**config.mk**
```make
export PLATFORM = sky130hd
export DESIGN_NAME = dual_xor_fpga_signature
export DESIGN_NICKNAME = d
export VERILOG_FILES = /design/src/rtl/dual_xor_sig_pkg.sv /design/src/rtl/xor_lfsr_stage.sv /design/src/rtl/dual_xor_fpga_signature.sv
export SDC_FILE = /design/constraint.sdc
export NUM_CORES = 1
export LEC_CHECK = 0
export CORE_MARGIN = 4
export CORE_UTILIZATION = 25
export CTS_CLUSTER_DIAMETER = 80
export DETAILED_ROUTE_END_ITERATION = 6
export PLACE_DENSITY = 0.48
export SLEW_MARGIN = 10
export SYNTH_ARGS = -nofsm -noshare
export SYNTH_HDL_FRONTEND = slang
export SYNTH_SLANG_ARGS = --single-unit
```
**constraint.sdc**
```tcl
create_clock -name clk -period 25.8 [get_ports clk]
set_clock_uncertainty 0.05 [all_clocks]
set_input_delay 5.16 -clock clk [delete_from_list [all_inputs] [get_ports clk]]
set_output_delay 5.16 -clock clk [all_outputs]
set_load 0.01 [all_outputs]
```
**src/rtl/dual_xor_sig_pkg.sv**
```systemverilog
// Shared constants and LFSR helpers for the dual-XOR signature design.
// Masks and seeds are held at 32 bits; users slice them down to M.
package dual_xor_sig_pkg;

  localparam logic [31:0] PT_SEED = 32'h0000_0001;
  localparam logic [31:0] KA_SEED = 32'h0000_ACE1;
  localparam logic [31:0] KB_SEED = 32'hFFFF_FFFF;

  function automatic logic [31:0] lfsr_mask(input int m);
    logic [31:0] mask;
    case (m)
      8:       mask = 32'h0000_00B8;
      16:      mask = 32'h0000_B400;
      24:      mask = 32'h00E1_0000;
      default: mask = 32'h8020_0003;
    endcase
    return mask;
  endfunction

  // Right-shift Galois step; the state must be zero-extended to 32 bits
  function automatic logic [31:0] lfsr_next(input logic [31:0] state, input logic [31:0] mask);
    return state[0] ? ((state >> 1) ^ mask) : (state >> 1);
  endfunction

endpackage

```
**src/rtl/xor_lfsr_stage.sv**
```systemverilog
// One keystream LFSR: advances on en, exposes its state and its key bit (state[0]).
module xor_lfsr_stage
  import dual_xor_sig_pkg::*;
#(
  parameter int           M    = 32,
  parameter logic [M-1:0] SEED = '1
) (
  input  logic         clk,
  input  logic         rst,
  input  logic         en,
  output logic [M-1:0] state,
  output logic         key_bit
);

  localparam logic [31:0] MASK32 = lfsr_mask(M);

  logic [M-1:0] state_q, state_d;
  logic [31:0]  next_full;

  always_comb begin
    next_full = lfsr_next(32'(state_q), MASK32);
    state_d   = state_q;
    if (en) state_d = next_full[M-1:0];
  end

  always_ff @(posedge clk or posedge rst) begin
    if (rst) state_q <= SEED;
    else     state_q <= state_d;
  end

  assign state   = state_q;
  assign key_bit = state_q[0];

endmodule

```
**src/rtl/dual_xor_fpga_signature.sv**
```systemverilog
// Self-checking dual-XOR cipher top: PT LFSR, encrypt/decrypt pipeline, MISR, snapshot counter.
// Optional serial frame output on tx is built when DXS_SERIAL_TX_EN is defined.
module dual_xor_fpga_signature
  import dual_xor_sig_pkg::*;
#(
  parameter int M              = 32,
  parameter int tx_cntr_period = 2000
) (
  input  logic         clk,
  input  logic         rst,
  output logic         tx,
  output logic         sig_valid,
  output logic [M-1:0] signature,
  output logic         error
);

  localparam logic [31:0]   MASK32   = lfsr_mask(M);
  localparam logic [M-1:0]  MASK     = MASK32[M-1:0];
  localparam int            CW       = $clog2(tx_cntr_period);
  localparam logic [CW-1:0] CNT_LAST = CW'(tx_cntr_period - 1);

  logic [M-1:0]  pt_q, pt_d, sig_q, sig_d, signature_q, signature_d;
  logic [31:0]   pt_full;
  logic          c_q, c_d, d_q, d_d, v1_q, v1_d, v2_q, v2_d;
  logic          p1_q, p1_d, p2_q, p2_d;
  logic          error_q, error_d, sig_valid_q, sig_valid_d;
  logic [CW-1:0] cnt_q, cnt_d;
  logic          wrap;
  logic          ka_bit, kb_bit, kad_bit, kbd_bit;
  logic [M-1:0]  unused_ka_state, unused_kb_state, unused_kad_state, unused_kbd_state;

  xor_lfsr_stage #(.M(M), .SEED(KA_SEED[M-1:0])) u_ka_enc (
    .clk(clk), .rst(rst), .en(1'b1), .state(unused_ka_state), .key_bit(ka_bit));
  xor_lfsr_stage #(.M(M), .SEED(KB_SEED[M-1:0])) u_kb_enc (
    .clk(clk), .rst(rst), .en(1'b1), .state(unused_kb_state), .key_bit(kb_bit));
  // Decrypt keys step only alongside valid ciphertext so they stay one step behind the encrypt pair
  xor_lfsr_stage #(.M(M), .SEED(KA_SEED[M-1:0])) u_ka_dec (
    .clk(clk), .rst(rst), .en(v1_q), .state(unused_kad_state), .key_bit(kad_bit));
  xor_lfsr_stage #(.M(M), .SEED(KB_SEED[M-1:0])) u_kb_dec (
    .clk(clk), .rst(rst), .en(v1_q), .state(unused_kbd_state), .key_bit(kbd_bit));

  assign wrap = (cnt_q == CNT_LAST);

  always_comb begin
    pt_full     = lfsr_next(32'(pt_q), MASK32);
    pt_d        = pt_full[M-1:0];
    c_d         = pt_q[0] ^ ka_bit ^ kb_bit;
    v1_d        = 1'b1;
    d_d         = d_q;
    if (v1_q) d_d = c_q ^ kad_bit ^ kbd_bit;
    v2_d        = v1_q;
    p1_d        = pt_q[0];
    p2_d        = p1_q;
    sig_d       = sig_q;
    if (v2_q) sig_d = (sig_q >> 1) ^ ((sig_q[0] ^ d_q) ? MASK : '0);
    error_d     = error_q | (v2_q & (d_q != p2_q));
    cnt_d       = wrap ? '0 : cnt_q + CW'(1);
    signature_d = wrap ? sig_q : signature_q;
    sig_valid_d = wrap;
  end

  always_ff @(posedge clk or posedge rst) begin
    if (rst) begin
      pt_q        <= PT_SEED[M-1:0];
      c_q         <= 1'b0;
      d_q         <= 1'b0;
      v1_q        <= 1'b0;
      v2_q        <= 1'b0;
      p1_q        <= 1'b0;
      p2_q        <= 1'b0;
      sig_q       <= '0;
      error_q     <= 1'b0;
      cnt_q       <= '0;
      signature_q <= '0;
      sig_valid_q <= 1'b0;
    end else begin
      pt_q        <= pt_d;
      c_q         <= c_d;
      d_q         <= d_d;
      v1_q        <= v1_d;
      v2_q        <= v2_d;
      p1_q        <= p1_d;
      p2_q        <= p2_d;
      sig_q       <= sig_d;
      error_q     <= error_d;
      cnt_q       <= cnt_d;
      signature_q <= signature_d;
      sig_valid_q <= sig_valid_d;
    end
  end

  assign signature = signature_q;
  assign sig_valid = sig_valid_q;
  assign error     = error_q;

`ifdef DXS_SERIAL_TX_EN
  localparam int BW = $clog2(M + 3);

  logic [M+1:0]  frame_q, frame_d;
  logic [BW-1:0] bits_q, bits_d;
  logic          tx_q, tx_d;

  // Frame is {stop, data, start} shifted out LSB first, one bit per clock
  always_comb begin
    frame_d = frame_q;
    bits_d  = bits_q;
    tx_d    = 1'b1;
    if (bits_q != '0) begin
      tx_d    = frame_q[0];
      frame_d = frame_q >> 1;
      bits_d  = bits_q - BW'(1);
    end
    if (wrap) begin
      frame_d = {1'b1, sig_q, 1'b0};
      bits_d  = BW'(M + 2);
    end
  end

  always_ff @(posedge clk or posedge rst) begin
    if (rst) begin
      frame_q <= '0;
      bits_q  <= '0;
      tx_q    <= 1'b1;
    end else begin
      frame_q <= frame_d;
      bits_q  <= bits_d;
      tx_q    <= tx_d;
    end
  end

  assign tx = tx_q;
`else
  assign tx = 1'b1;
`endif

endmodule

```
# Word-level counts from Yosys, hierarchy flattened

Cells that the tools add are included.

Output and inout port bits: 35
Register bits after elaboration: 243
Input bits: 2
Word-level logic and storage cells: 39

Bitwise logic cells: 13
Muxes and demuxes: 7
Equality and inequality tests: 2
Add/sub/neg operators: 1

Operators by type and width:

| kind                                           | number |
|---|---|
| 2-to-1 mux 32 bit                              | 6 |
| XOR 31 x 32 -> 32 bit                          | 1 |
| NOT 3 -> 4 bit                                 | 5 |
| adder 11 x 1 -> 11 bit (second input constant) | 1 |
| equality test 11 bit (second input constant)   | 1 |
| 2-to-1 mux 11 bit                              | 1 |
| XOR 1 bit                                      | 5 |
| bitwise AND 1 bit                              | 1 |
| != test 1 bit                                  | 1 |
| OR 1 bit                                       | 1 |

# Logic depth before layout (Yosys ltp)

Gate-level depths: netlist of run 1.

Depth after elaboration: 3
Depth in mapped cells: 6
Mapped depth without buffers: 4

# Hierarchy

From an unflattened synthesis of run 1, not the netlist that was laid out.

Cell total of the unflattened synthesis: 658
Area, all modules: 10323.7 sq um

By module, submodules not included:

| module                        | cells an instance | instances | area each (sq um) | sequential area each (sq um) |
|---|---|---|---|---|
| dual_xor_fpga_signature       | 246               | 1         | 4012.6            | 2829.0 |
| xor_lfsr_stage (u_kb_dec ...) | 103               | 2         | 1592.8            | 840.8 |
| xor_lfsr_stage (u_ka_dec ...) | 103               | 2         | 1562.7            | 810.8 |

# Least setup slack after synthesis of run 1

Ideal clock, no wire load.

Path type: register -> output
Start point: register error_q, in the netlist error
End point: output error
Data arrival time: 385 ps
Stages on the path, launching flop included: 1
Path slack: 20205 ps
Buffers on the path: 0
Cell sequence: dfrtp_1

RTL lines:

| what                     | RTL line                      | text |
|---|---|---|
| start: declaration       | dual_xor_fpga_signature.sv:26 | `logic error_q, error_d, sig_valid_q, sig_valid_d;` |
| start signal: assignment | dual_xor_fpga_signature.sv:85 | `error_q <= error_d;` |
| end: declaration         | dual_xor_fpga_signature.sv:14 | `output logic error` |

No word-level cell between the ends.

# Worst setup path after layout of run 1

Start point: register error_q, in the netlist error
End point: output error

No word-level cell between the ends.

==> results of run 1 <==
## cells by family after synthesis
logic type / count (synthesis) / share of synthesized area [%]
other: 1 / 0.04547
AOI/OAI and AO/OA: 16 / 1.092
adders and majority gates: 1 / 0.1517
DFF: 241 / 74.36
muxes: 121 / 17.84
xor gates and xnor gates: 29 / 3.080
buffers and inverters: 23 / 1.381
and+or+nand+nor: 32 / 2.048
## cells in the final DEF, fill, tap and decap left out, drive strengths merged, types with 5 or more instances in the layout
master / netlist / routed
clkinv: 0 / 6
nor2: 9 / 9
o21ai: 5 / 5
dfrtp: 160 / 160
mux2: 121 / 121
dfstp: 81 / 81
a21oi: 8 / 8
xor2: 14 / 14
nand3: 5 / 5
clkdlybuf4s50: 0 / 35
clkbuf: 7 / 36
xnor2: 15 / 15
## final timing paths
kind / start / end / cells past startpoint
worst min-delay path: pt_q[27]$_DFF_PP0_ / pt_q[26]$_DFF_PP0_ / 0
worst min register to register: pt_q[27]$_DFF_PP0_ / pt_q[26]$_DFF_PP0_ / 0
min in group asynchronous: rst / u_ka_enc.state[29]$_DFF_PP0_ / 2
worst max register to register: cnt_q[0]$_DFF_PP0_ / signature[21]$_DFFE_PP0N_ / 4
max in group asynchronous: rst / signature[14]$_DFFE_PP0N_ / 3
worst max-delay path: error$_DFF_PP0_ / error / 1
## where the power goes
group	switching [mW]	internal, mW
Clock	0.136	0.217
Sequential	0.0475	0.479
Combinational	0.0377	0.0725
## final cells by class
class	count	area [µm²]	share of cell area [%]
sequential	241	6133	61.82
multi-input combinational	201	2006	20.21
clock buffer	36	737.0	7.427
tap	442	553.0	5.574
timing repair buffer	39	380.4	3.834
clock inverter	8	90.09	0.9079
inverter	4	22.52	0.2270
## layer usage
layer / GRT usage [%] / routed length, µm / vias to the layer above
met2: 10.54 / 5455 / 68
li1: - / - / 1677
met3: 1.761 / 540 / 31
met1: 9.285 / 5564 / 1965
met4: 1.976 / 331 / 0
met5: 0 / 0 / -
## flip-flops by register name, summed over array words and instances (netlist names)
register	flops
pt_q	31
error	1
u_ka_dec.state	32
u_kb_dec.state	32
c_q	1
v2_q	1
d_q	1
u_ka_enc.state	32
u_kb_enc.state	32
signature	32
cnt_q	11
p1_q	1
sig_valid	1
v1_q	1
sig_q	32
## metrics by stage
step	std cells	hold WS, ns
floorplan	465	0.2812
global placement	927	0.2841
detailed placement	927	0.2847
CTS	971	0.2975
global route	971	0.3002
finish	971	0.2952
==> flow_results.org, run 1 <==
** Finish
- At the end of the flow the core is filled with cells to 30.50%.
- 0 antenna diodes ended up in the layout.
- Total Nets Final :: 514
- The layout has 3219 filler cells.
- Relative to the synthesized area, the layout overhead comes to 20.32%.
- The finished cells cover 9922 µm².
- Proportion of layout cells with a drive suffix above 1 :: 47.07%

** Critical path
- Longest individual stage delay on the worst path :: 0.56 ns
- Required time of the critical path :: 20.59 ns
- Together, buffers and inverters on the worst path number 1.
- Across all register-to-register paths, the minimum setup slack is 22.98 ns.
- The worst setup path is launched from a register.
- Crit path capture type :: primary output
- Maximum fanout along the worst path :: 2
- The worst setup path is of the reg2out kind.
- Slowest cell on crit path :: sky130_fd_sc_hd__clkdlybuf4s50_1
- Sequence of cells on the critical path :: clkdlybuf4s50_1
- Top Family by Delay on Critical Path :: buffers and inverters
- Data on the critical path arrives at its endpoint at 1.43 ns.

** Yosys
- After synthesis, the largest area contributor takes up 48.55% of total cell area.
- Top cell types by occurrence after synthesis :: 160 x sky130_fd_sc_hd__dfrtp_1, 92 x sky130_fd_sc_hd__mux2_2, 81 x sky130_fd_sc_hd__dfstp_2
- The Yosys step of the flow raised 0 warnings.
- Number of synthesized register bits :: 241
- Syn Area/Cell :: 17.77 µm²
- In this run, synthesis inferred 0 flip-flops with an integrated enable.
- Largest cells by area after synthesis :: sky130_fd_sc_hd__dfrtp_1 49%, sky130_fd_sc_hd__dfstp_2 26%, sky130_fd_sc_hd__mux2_2 13%
- Distinct cells, synth :: 30
- In this run the cell area of the synthesized design comes to 8247 µm².
- sky130_fd_sc_hd__dfrtp_1 takes more of the synthesized area than any other cell.
- Count of mapped cells out of synthesis :: 464
- After synthesis, the share of flip-flops with an asynchronous set or reset is 100.0%.
- Share of the yosys chip area belonging to registers :: 74.36%
- In the post-synthesis netlist, the cell with the most instances is sky130_fd_sc_hd__dfrtp_1.
- The most used flip-flop cell after synthesis is sky130_fd_sc_hd__dfrtp_1.

** CTS
- Number of levels the H-tree was split into :: 1
- Clock net sink count :: 241
- Cts bufs inserted :: 24
- Clock Tree Root :: sky130_fd_sc_hd__clkbuf_16
- Clock transition at path regs :: 0.06 ns
- Clock latency on the worst-skew pair :: 0.50 ns
- TritonCTS built the clock tree.
- Maximum buffer depth of the clock tree :: 3
- Hold buffer count at cts :: 0
- Quantity of gates resized following cts :: 0
- Number of buffers added for setup after CTS :: 0

** Timing
- The number of slew-limit violations in the final report was 0.
- The count of final hold-check violations came to 0.
- Time the final worst path needs with I/O delays and setup :: 6.641 ns
- Setup Total Neg Slack :: 0 ns
- Relative slew slack :: 27.37%
- Maximum frequency from static timing analysis :: 150.6 MHz
- At the pin with the least slew margin, the transition time is 1.090 ns.
- Dividing the final minimum period by the clock period gives 25.74%.
- Setup violations remaining at the end of the flow were counted as 0.
- The worst path meets setup with 19.16 ns of slack.
- Setup repair after global routing missed its margin :: no

** Drt
- DR DRC count :: 0
- Sum of routed wire length over all layers :: 11.89 mm
- After detailed routing, the average wire length per cell comes to 12.25 µm.
- The final route contains 3741 vias.
- Number of vias per cell after detailed routing :: 3.853
- The detail route stage leaves a number of antenna-violating nets equal to 0.
- Before antenna repair, the detailed router went through 4 iterations.
- First-iteration detailed-routing DRC count :: 161

** Global routing
- Sum of overflow across all layers after global routing :: 0
- Global-route wire length before repair :: 20.63 mm
- Total GRT Usage :: 6.736%
- The via count of the first global-routing pass is 4078.
- Antenna violations before repair :: 0
- Pin count of the biggest net entering global routing :: 107

** Pwr
- For this design the static power due to leakage is 4.370 nW.
- Across the VDD grid, the largest voltage drop is 0.04349 mV.
- Pwr Density :: 99.69 nW/µm²
- Design Power :: 989.1 µW

** Place
- Total of buffers placed on input and output ports :: 35
- Summed over all nets, the half-perimeter wirelength after detailed placement is 6.897 mm.
- Routability-driven placement finished with a final weighted congestion of 0.6648.
- Timing analysis after detailed placement gives a worst setup slack of 18.53 ns.
- Area after DPL :: 9095 µm²

** Die
- Number of top-level design ports :: 37
- Total number of placement rows :: 66
- Effective utilization at floorplan :: 25.35%
- Core ar. :: 32540 µm²
- Die height :: 189.6 µm
- Die outline area :: 35960 µm²
- Die Span X :: 189.6 µm

** Outcome
- The run finished with clean final reports.

** Hold path
- The worst hold path belongs to the class reg2reg.

** Flow run
- Across the run, the number of max-cap violations was 0.
Power figures use the tool's default switching activity.
==> inputs of run 2 (changes only) <==
==> constraint.sdc (replaced) <==
create_clock -name clk -period 6.9 [get_ports clk]
set_clock_uncertainty 0.05 [all_clocks]
set_input_delay 1.38 -clock clk [delete_from_list [all_inputs] [get_ports clk]]
set_output_delay 1.38 -clock clk [all_outputs]
set_load 0.01 [all_outputs]
==> flow_results.org, run 2 (synthesized netlist as in run 1, its figures left out) <==
** Outcome
- The run finished with clean final reports.

** Drt
- Total number of vias :: 3694
- Before antenna repair, the detailed router went through 4 iterations.
- DR DRC count :: 0
- After detailed routing, the number of vias per cell comes to 3.789.
- In the final routed layout, each cell accounts on average for 12.23 µm.
- The first routing iteration left 175 violations.
- Detail Route Antenna Nets :: 0
- Sum of routed wire length over all layers :: 11.92 mm

** Pwr
- Sequential group share of total power :: 51.8%
- Max VDD drop :: 0.1693 mV
- In this run the power spent charging and discharging nets is 846.9 µW.
- Net switching fraction of the power :: 22.29%
- The clock network accounts for 37.3% of the total power.
- The analysis attributes to cell leakage a power of 4.406 nW.
- In this run the power density over the cells is 379.3 nW/µm².
- Internal Dissipation :: 2.952 mW
- Combinational cell fraction of total power :: 10.9%

** CTS
- CTS built an H-tree with a depth of 1.
- For this design, the sink count on the clock tree is 241.
- The tree is rooted in a sky130_fd_sc_hd__clkbuf_16.
- Maximum buffer depth of the clock tree :: 3
- Clock transition at path regs :: 0.06 ns
- Once the clock tree was built, the setup fixing pass inserted 0 buffers.
- The later pin in the worst-skew pair is clocked with a latency of 0.52 ns.
- Hold buffer count at cts :: 0
- TritonCTS built the clock tree.
- Quantity of gates resized following cts :: 0
- Clock tree synthesis inserted a total of 26 buffers.

** Timing
- Dividing the final minimum period by the clock period gives 42.00%.
- Measured against its own limit, the worst slew margin works out to 29.19%.
- Time the final worst path needs with I/O delays and setup :: 2.898 ns
- For the pin with the worst max-slew slack, the measured transition is 1.062 ns.
- Final worst-path setup slack :: 4.002 ns
- Max-slew violation total from the final report :: 0
- Setup repair after global routing missed its margin :: no
- Final hold violations :: 0
- Setup violations remaining at the end of the flow were counted as 0.
- Adding up every negative setup slack in the final design gives 0 ns.
- Maximum frequency from static timing analysis :: 345.1 MHz

** Global routing
- Via count of the first global-routing pass :: 4022
- Global routing used 6.788% of the available tracks.
- For this run the aggregate overflow at the end of global routing stands at 0.
- The initial antenna violation count was 0.
- Entering global routing, the biggest net connects 175 pins.
- The first global-routing pass estimated 20.80 mm of wire.

** Place
- At the end of routability-driven placement, the weighted congestion stood at 0.6376.
- Timing analysis after detailed placement gives a worst setup slack of 4.075 ns.
- Half-perimeter wire length after detailed placement :: 6.640 mm
- Total of buffers placed on input and output ports :: 35

** Critical path
- Longest individual stage delay on the worst path :: 0.56 ns
- The worst setup path is captured at a primary output.
- In this run the worst path has a maximum fanout of 2.
- Traced cell by cell, the critical path runs through clkdlybuf4s50_1.
- Data arrival, critical path :: 1.47 ns
- STA puts the critical path data required time at 5.47 ns.
- Counting both buffers and inverters, the worst setup path holds a total of 1.
- Crit path kind :: reg2out
- Startpoint type of the worst setup path :: register
- Top Family by Delay on Critical Path :: buffers and inverters
- Slowest cell on crit path :: sky130_fd_sc_hd__clkdlybuf4s50_1

** Finish
- Number of inserted diodes :: 0
- Total Nets Final :: 516
- Final cell utilization of the core :: 30.78%
- Leaving out fill and tap cells, the most frequent cell in the layout is sky130_fd_sc_hd__dfrtp_1.
- Compared with the post-synthesis result, the final layout area differs by 21.44%.
- Leaving out fill and tap cells, the most frequent cells in the layout are 159 x sky130_fd_sc_hd__dfrtp_1, 92 x sky130_fd_sc_hd__mux2_2, 81 x sky130_fd_sc_hd__dfstp_2.
- Proportion of layout cells with a drive suffix above 1 :: 47.28%

** Die
- From bottom edge to top edge, the die measures 189.6 µm.
- The die covers 35960 µm².
- Row generation in the floorplan step produced 66 rows.
- Die Span X :: 189.6 µm
- After floorplanning, the core was sized to cover 32540 µm².
- For this design the top-level I/O count stands at 37.
- Effective utilization at floorplan :: 25.35%

** Hold path
- Min-delay worst type :: reg2reg

** Flow run
- Across the run, the number of max-cap violations was 0.
[run 2: through the flow]
step                instances  total power, mW  instance area (µm²)  hold WS [ns]
floorplan                 465            2.308                 8254        0.2812
global placement          927            2.385                 9104        0.2838
detailed placement        927            2.424                 9104        0.2847
CTS                       975            3.878                10010        0.2981
global route              975            4.019                10010        0.3054
finish                    975            3.799                10010        0.2947
[run 2: area by class of cell]
type	instances	area, µm²
fillers	3188	22520
flip-flops and latches	241	6133
multi-input cells	201	2006
clock buffers	38	775.7
well taps	442	553.0
repair buffers	39	392.9
clock inverters	10	135.1
inverters	4	18.77
[run 2: worst paths after layout]
check                                               start                        endpoint  slack (ns)  depth (start not counted)
worst max-delay path            signature[26]$_DFFE_PP0N_                   signature[26]        4.00                          1
worst min-delay path                   pt_q[23]$_DFF_PP0_              pt_q[22]$_DFF_PP0_        0.29                          0
worst max register to register         cnt_q[0]$_DFF_PP0_       signature[25]$_DFFE_PP0N_        4.13                          4
worst min register to register         pt_q[23]$_DFF_PP0_              pt_q[22]$_DFF_PP0_        0.29                          0
max in group asynchronous                             rst  u_ka_dec.state[12]$_DFFE_PP0P_        4.66                          3
min in group asynchronous                             rst              cnt_q[7]$_DFF_PP0_        1.41                          3
[run 2: power by group through the flow]
stage	Sequential, mW	Combinational [mW]	Clock, mW
2_1_floorplan	1.92	0.385	0
3_3_place_gp	1.98	0.403	0
3_5_place_dp	2.00	0.425	0
4_1_cts	1.98	0.429	1.47
5_1_grt	2.01	0.465	1.54
6_report	1.97	0.414	1.42
[run 2: worst register-to-register path, cell delays in order, from the launching register on]
cell and delay [ns]:
sky130_fd_sc_hd__dfrtp_1 0.39, sky130_fd_sc_hd__ha_1 0.20, sky130_fd_sc_hd__nand3_1 0.27, sky130_fd_sc_hd__or4_2 1.24, sky130_fd_sc_hd__mux2_4 0.51
[run 2: metal layers]
metal	track usage (%)	vias to the layer above	routed length (µm)
li1	-	1675	-
met1	9.204	1920	5535
met2	10.63	72	5460
met3	1.817	27	631
met4	2.254	0	296
met5	0	-	0
==> inputs of run 3 (changes only) <==
==> constraint.sdc (replaced) <==
create_clock -name clk -period 2.7 [get_ports clk]
set_clock_uncertainty 0.05 [all_clocks]
set_input_delay 0.54 -clock clk [delete_from_list [all_inputs] [get_ports clk]]
set_output_delay 0.54 -clock clk [all_outputs]
set_load 0.01 [all_outputs]
==> flow_results.org, run 3 (synthesized netlist as in run 1, its figures left out) <==
** Outcome
- The flow ran to the end, and the final reports show no timing, DRC or antenna violations.

** CTS
- CTS built an H-tree with a depth of 1.
- Clock transition at path regs :: 0.06 ns
- Quantity of gates resized following cts :: 0
- Clock net sink count :: 241
- Cts bufs inserted :: 25
- Number of buffers added for setup after CTS :: 0
- Counting along the longest clock path gives a buffer depth of 3.
- The tree is rooted in a sky130_fd_sc_hd__clkbuf_16.
- TritonCTS built the clock tree.
- Clock latency on the worst-skew pair, taken at its later pin, is 0.51 ns.
- For this design, the CTS-stage hold fixing added 0 buffers.

** Timing
- The count of final hold-check violations came to 0.
- Setup repair after global routing left no endpoint under its margin.
- The worst path needs 2.364 ns of the cycle, external delays included.
- Relative slew slack :: 60.30%
- Setup violations remaining at the end of the flow were counted as 0.
- Based on the critical path, the design can be clocked at up to 423.0 MHz.
- The number of slew-limit violations in the final report was 0.
- The worst path uses 87.57% of the clock period.
- Final worst-path setup slack :: 0.3357 ns
- For the pin with the worst max-slew slack, the measured transition is 0.5955 ns.

** Finish
- Proportion of layout cells with a drive suffix above 1 :: 47.39%
- Final cell count without fillers :: 978
- For this run, the post-layout net count is 520.
- Leaving out fill and tap cells, the most frequent cell in the layout is sky130_fd_sc_hd__dfrtp_1.
- Highest-count cells in the layout ignoring fill and taps :: 159 x sky130_fd_sc_hd__dfrtp_1, 92 x sky130_fd_sc_hd__mux2_2, 81 x sky130_fd_sc_hd__dfstp_2
- Relative to the synthesized area, the layout overhead comes to 21.56%.
- 0 antenna diodes ended up in the layout.

** Critical path
- The worst setup path is captured at a register.
- Required time of the critical path :: 3.05 ns
- In this run the critical register-to-register path is launched from cnt_q[5]$_DFF_PP0_.
- Longest individual stage delay on the worst path :: 0.63 ns
- The most critical setup path has its startpoint at cnt_q[5]$_DFF_PP0_.
- Grouping stages by cell kind, the critical path spends the most delay in simple AND/OR/NAND/NOR gates.
- Data arrives at the worst endpoint at 2.71 ns.
- Startpoint type of the worst setup path :: register
- Maximum fanout along the worst path :: 33
- The number of buffers and inverters on the critical path is 1.
- On the critical path, the stage with the largest delay is an instance of sky130_fd_sc_hd__or4_2.
- Crit path kind :: reg2reg
- Sequence of cells on the critical path :: or3b_1 -> or4_2 -> buf_4 -> mux2_4

** Place
- Cell count after placement :: 932
- Half-perimeter wire length after detailed placement :: 6.876 mm
- OpenSTA, run right after detailed placement, puts the worst setup slack at 0.3372 ns.
- Total of buffers placed on input and output ports :: 35
- Gpl congestion :: 0.6730

** Pwr
- For this design the static power due to leakage is 4.413 nW.
- In this run, the clock network consumes 36.4% of the power.
- Registers are responsible for 52.7% of the overall power.
- Net switching fraction of the power :: 22.43%
- Max VDD drop :: 0.3981 mV
- For this design the ratio of total power to cell area is 952.1 nW/µm².
- Design Power :: 9.544 mW
- Net switching component of the power :: 2.141 mW
- The share of total power dissipated in combinational logic is 10.9%.
- Cell internal power was estimated by the tool at 7.403 mW.

** Hold path
- In this run the most critical hold path is launched from u_kb_enc.state[29]$_DFF_PP1_.
- The min-delay analysis places its worst path in the category reg2reg.

** Global routing
- Entering global routing, the biggest net connects 97 pins.
- Total GRT Usage :: 6.763%
- Antenna violations before repair :: 0
- The first global-routing pass estimated 20.67 mm of wire.
- Via count of the first global-routing pass :: 4097
- Summed over all layers, the global routing overflow is 0.

** Drt
- Sum of routed wire length over all layers :: 11.74 mm
- The first routing iteration left 201 violations.
- Detail Route Antenna Nets :: 0
- DR DRC count :: 0
- In the routed layout, each cell is associated on average with a via count of 3.815.
- The routed layout has 3731 vias.
- In the final routed layout, each cell accounts on average for 12.00 µm.
- The first TritonRoute pass finished after 4 iterations.

** Die
- Total number of placement rows :: 66
- Core ar. :: 32540 µm²
- For this configuration, the core starts out at a cell density of 25.35%.
- Number of top-level design ports :: 37
- Die outline area :: 35960 µm²
- Die height :: 189.6 µm
- Die Span X :: 189.6 µm

** Flow run
- Max-Cap Viols :: 0
## run 3: changes by cell type in the layout (fill, tap and decap cells not counted)
cell and change:
sky130_fd_sc_hd__inv_6 +1, sky130_fd_sc_hd__clkbuf_8 -4, sky130_fd_sc_hd__buf_12 +2, sky130_fd_sc_hd__clkbuf_1 +1, sky130_fd_sc_hd__inv_8 +1, sky130_fd_sc_hd__buf_4 +3, sky130_fd_sc_hd__bufinv_16 -1, sky130_fd_sc_hd__clkbuf_16 +1
sky130_fd_sc_hd__clkinv_8 -1
## run 3: worst reg2reg max path, cell delays in order, from the launching register on
cell and delay, ns:
sky130_fd_sc_hd__dfrtp_1 0.44, sky130_fd_sc_hd__or3b_1 0.42, sky130_fd_sc_hd__or4_2 0.63, sky130_fd_sc_hd__buf_4 0.33, sky130_fd_sc_hd__mux2_4 0.39
## run 3: final timing paths
check | endpoint | slack (ns) | depth (start not counted)
max | signature[19]$_DFFE_PP0N_ | 0.34 | 4
min | u_kb_enc.state[28]$_DFF_PP1_ | 0.30 | 0
max reg2reg | signature[19]$_DFFE_PP0N_ | 0.34 | 4
min reg2reg | u_kb_enc.state[28]$_DFF_PP1_ | 0.30 | 0
max in group asynchronous | u_kb_enc.state[25]$_DFF_PP1_ | 1.39 | 3
min in group asynchronous | cnt_q[7]$_DFF_PP0_ | 0.36 | 2
## run 3: routing by layer
metal	GRT usage, %	vias up	part of all wire [%]
li1	-	1688	-
met1	9.317	1964	47
met2	10.45	50	45
met3	1.853	29	4.3
met4	2.115	0	3.0
met5	0	-	0
## run 3: layout make-up
| cell class | count | area, µm² |
|---|---|---|
| well taps | 442 | 553.0 |
| repair buffers | 44 | 455.4 |
| multi-input cells | 201 | 2006 |
| fillers | 3216 | 22510 |
| clock buffers | 36 | 749.5 |
| inverters | 4 | 18.77 |
| flip-flops and latches | 241 | 6133 |
| clock inverters | 10 | 108.9 |
## run 3: metrics by stage
step	util, %	TNS (ns)	instance area, µm²	hold slack [ns]
finish	30.81	0	10020	0.2951
global route	30.81	0	10020	0.2986
CTS	30.81	0	10020	0.2986
detailed placement	28.17	0	9166	0.2847
global placement	28.17	0	9166	0.2845
floorplan	-	-172.09	8254	0.2812
## run 3: power groups by stage
stage / clock network, mW / registers [mW] / logic (mW)
2_1_floorplan: 0 / 4.92 / 0.983
3_3_place_gp: 0 / 5.08 / 1.03
3_5_place_dp: 0 / 5.11 / 1.07
4_1_cts: 3.61 / 5.05 / 1.07
5_1_grt: 3.78 / 5.15 / 1.18
6_report: 3.48 / 5.03 / 1.04
==> RTL change 1: new RTL, config.mk and constraints of run 2 <==
Build with the macro `DXS_SERIAL_TX_EN` defined.
--- a/src/rtl/dual_xor_fpga_signature.sv
+++ b/src/rtl/dual_xor_fpga_signature.sv
@@ -2,2 +2,4 @@
 // Optional serial frame output on tx is built when DXS_SERIAL_TX_EN is defined.
+`define DXS_SERIAL_TX_EN
+
 module dual_xor_fpga_signature
Formal check against the unedited RTL: same outputs for any inputs over 10 cycles, from zero or initial values and one cycle with rst high; that may be too few to reach the edited logic, so the function may still have changed.
==> RTL change 1 against run 2 <==
- fmax shrank 3.5%
- die area is 21% higher
- sequential power rose by 12%
- sequential share of layout area down 1.4 points
- routed wire length increased by 33%
- final cell count increased by 30%
- synthesized area increased by 22%
- design area increased by 19%
- count of clock-buffer cells in the layout grew 4
- setup slack worse by 110 ps
- power increased by 10%
- sequential cell count rose by 41
==> RTL change 1: results <==
{
  "status": "finished clean",
  "ff2ff_path_depth": 7,
  "regToRegSetupSlack_ps": 4210,
  "layout-drive-gt1-share_pct": 34.24,
  "yosys.cell_types.count": 38,
  "critPathTopFamily": "flip-flops",
  "holdPathEnd": "pt_q[24]",
  "cts_made_buffers": 29,
  "crit_path_top_delay_cell": "dfstp_2",
  "gp_congestion": 0.6594,
  "grt_pass1_vias": 5176,
  "netlist_top_cells_area": "dfrtp_1, dfstp_2, mux2_2, mux2i_1, o21ai_2",
  "fp.dieW_um": 208.9,
  "hold_start": "pt_q[25]",
  "grtUsageTotal_pct": 7.338,
  "arrival_ps": 1570,
  "grt_pass1_wl_um": 27320,
  "drtIter0Drc": 216,
  "io_buffers": 36,
  "dieArea_um2": 43630,
  "grt_max_degree": 148,
  "yosysSeqAreaShare_pct": 70.97,
  "dp_hpwl_um": 8744,
  "postRouteWirelength_um": 15860,
  "num_vias": 4947,
  "slew_headroom_pct": 44.09,
  "p_leak_uw": 0.005411,
  "slowest_delay_ps": 530
}
## RTL change 1: changes by cell type after synthesis, sizes merged, moves of 4 or more
cell and change:
buf +9, mux2i +32, nor3 +5, nor2 +5, xor2 +4, dfrtp +40, clkbuf +4, inv +34
mux2 -32, o21ai +63, nand2 +36
## RTL change 1: how the worst max path moves through the flow
stage	startpoint	end	cells past startpoint
floorplan	rst	bits_q[0]	1
global placement	rst	u_ka_dec.state[20]	4
detailed placement	rst	u_ka_dec.state[1]	4
CTS	tx	tx	1
global route	tx	tx	1
finish	tx	tx	1
## RTL change 1: kinds of logic after synthesis
| group | share of synthesized area (%) |
|---|---|
| flops | 70.97 |
| xor+xnor | 2.952 |
| mux | 13.11 |
| buf+inv | 3.349 |
| other cells | 0.03718 |
| compound gates | 5.371 |
| fa+ha+maj | 0.3722 |
| simple gates | 3.833 |
## RTL change 1: cell type report
| class | count | area [um^2] |
|---|---|---|
| well taps | 525 | 656.9 |
| clock buffers | 42 | 834.6 |
| inverters | 38 | 146.4 |
| clock inverters | 11 | 132.6 |
| fillers | 4010 | 27860 |
| multi-input cells | 324 | 2599 |
| flip-flops and latches | 282 | 7161 |
| repair buffers | 42 | 430.4 |
## RTL change 1: metal layers
metal / share of wire [%] / GRT usage (%) / up-vias
met2: 42 / 10.58 / 57
met5: 0 / 0 / -
met1: 52 / 11.01 / 2504
li1: - / - / 2349
met3: 3.7 / 1.561 / 37
met4: 2.9 / 2.363 / 0
## RTL change 1: power breakdown
| part | internal (uW) | switching, uW |
|---|---|---|
| clock network | 947 | 614 |
| logic | 270 | 138 |
| registers | 2030 | 177 |
## RTL change 1: stage by stage
stage                     cell area [um^2]  setup slack (ps)  hold WS (ps)  cells  utilization, %
after floorplan                      10090              1802         281.2    676               -
after detailed placement             10990              3564         284.7   1211           27.60
after CTS                            11960              3847         298.9   1264           30.03
after global placement               10990              3554         283.9   1211           27.60
after global routing                 11960              3841         303.3   1264           30.03
final                                11960              3896         297.0   1264           30.03
==> RTL change 2: new RTL, config.mk and constraints of run 2 <==
Made on the original files. Put one more register stage on the output `signature`. The value now appears one clock later. The other outputs are not delayed to match.
--- a/src/rtl/dual_xor_fpga_signature.sv
+++ b/src/rtl/dual_xor_fpga_signature.sv
@@ -91,3 +91,5 @@
 
-  assign signature = signature_q;
+  always_ff @(posedge clk) begin
+    signature <= signature_q;
+  end
   assign sig_valid = sig_valid_q;
Formal check against the unedited RTL: same outputs for any inputs over 10 cycles, from zero or initial values and one cycle with rst high; that may be too few to reach the edited logic, so the function may still have changed.
==> RTL change 2 against run 2 <==
- design area is 6.8% higher
- setup slack better by 17 ps
- sequential cell count is 32 higher
- highest routed layer unchanged
- power is 6.4% higher
- synthesized area is 7.8% higher
- routed wire length is 4.8% higher
- fmax is 0.58% higher
- critical path type unchanged
==> RTL change 2: results <==
{
  "critPathTopFamily": "buffers and inverters",
  "gp_congestion": 0.6600,
  "final_nets": 551,
  "hold_start": "pt_q[15]",
  "async_flop_share_pct": 88.28,
  "arrival_ps": 1450,
  "critPathLaunch": "error",
  "wl_per_cell_um": 12.20,
  "vdd_drop_max_v": 0.0001549,
  "layout-drive-gt1-share_pct": 45.44,
  "slew_headroom_pct": 29.51,
  "synth_common_cells": "dfrtp_1, mux2_2, dfstp_2, dfxtp_1, mux2_4",
  "worstPathMaxFanout": 2,
  "cts_made_buffers": 29,
  "slowest_delay_ps": 580,
  "io_buffers": 35,
  "clock_latency_ps": 530,
  "status": "finished clean",
  "drtIter0Drc": 232,
  "clkTransAtPathRegs_ps": 60,
  "firstDrtPassIters": 4,
  "dp_hpwl_um": 7017,
  "grt_max_degree": 195,
  "avgViaCountPerCell": 3.857,
  "netlist_top_cells_area": "dfrtp_1, dfstp_2, mux2_2, dfxtp_1, mux2_4",
  "ys_warn_count": 0,
  "p_leak_uw": 0.004689,
  "crit_path_top_delay_cell": "clkdlybuf4s50_1",
  "fill_cells": 3349,
  "yosys.cell_types.count": 31,
  "grt_pass1_vias": 4136,
  "hold_path.class": "flop to flop",
  "fp.dieW_um": 196.5,
  "cts.htree.levels": 1,
  "grtUsageTotal_pct": 6.529,
  "grt_pass1_wl_um": 21670,
  "yosysSeqAreaShare_pct": 76.21
}
==> RTL change 2: cell count changes in the layout (fill, tap and decap cells not counted) <==
| cell | delta |
|---|---|
| bufinv_16 | -3 |
| clkbuf_1 | -1 |
| clkbuf_16 | +3 |
| clkbuf_8 | +2 |
| clkinv_1 | -1 |
| clkinv_2 | +4 |
| clkinv_4 | +1 |
| clkinv_8 | -1 |
| dfxtp_1 | +32 |
| inv_8 | +1 |
==> RTL change 2: worst paths after layout <==
| check | slack, ps | cells past startpoint | end |
|---|---|---|---|
| max | 4020 | 1 | error |
| min | 290 | 0 | pt_q[14] |
| max reg2reg | 4100 | 4 | signature_q[26] |
| min reg2reg | 290 | 0 | pt_q[14] |
| max in group asynchronous | 4420 | 3 | v1_q |
| min in group asynchronous | 1120 | 2 | cnt_q[10] |
==> RTL change 2: cells by family after synthesis <==
| family | after synthesis | share of synthesized area [%] |
|---|---|---|
| flip-flops | 273 | 76.21 |
| AND/OR/NAND/NOR | 32 | 1.900 |
| AO/OA/AOI/OAI | 16 | 1.014 |
| XOR/XNOR | 29 | 2.858 |
| other | 1 | 0.04220 |
| buffers and inverters | 23 | 1.281 |
| multiplexers | 121 | 16.56 |
| adder cells (fa/ha/maj) | 1 | 0.1408 |
==> RTL change 2: per-stage QoR <==
step	setup WS [ps]	power, uW	hold slack (ps)	cell area, um^2	std cells
final	4019	4041	294.5	10700	1025
after global routing	3893	4262	303.4	10700	1025
after CTS	3947	4119	296.4	10700	1025
after detailed placement	3791	2612	286.5	9761	972
after global placement	3831	2574	284.2	9761	972
after floorplan	2374	2497	281.2	8895	497
==> RTL change 2: area by class of cell <==
type	count	area [um^2]	share of cell area [%]
clock buffer	42	874.6	8.173
clock inverter	11	65.06	0.6080
inverter	4	18.77	0.1754
multi-input combinational	201	2006	18.74
sequential	273	6774	63.31
tap	455	569.3	5.320
timing repair buffer	39	392.9	3.672
==> RTL change 2: power by group <==
part	internal, uW	leakage (uW)	total (uW)	switching (uW)
Clock	877	0.000478	1480	601
Sequential	1980	0.00318	2150	176
Combinational	272	0.00103	411	140
==> RTL change 2: routing by layer <==
layer / global-route usage (%) / share of wire [%]
met1: 8.840 / 46
met2: 10.11 / 46
met3: 1.744 / 5.2
met4: 2.457 / 2.9
met5: 0 / 0
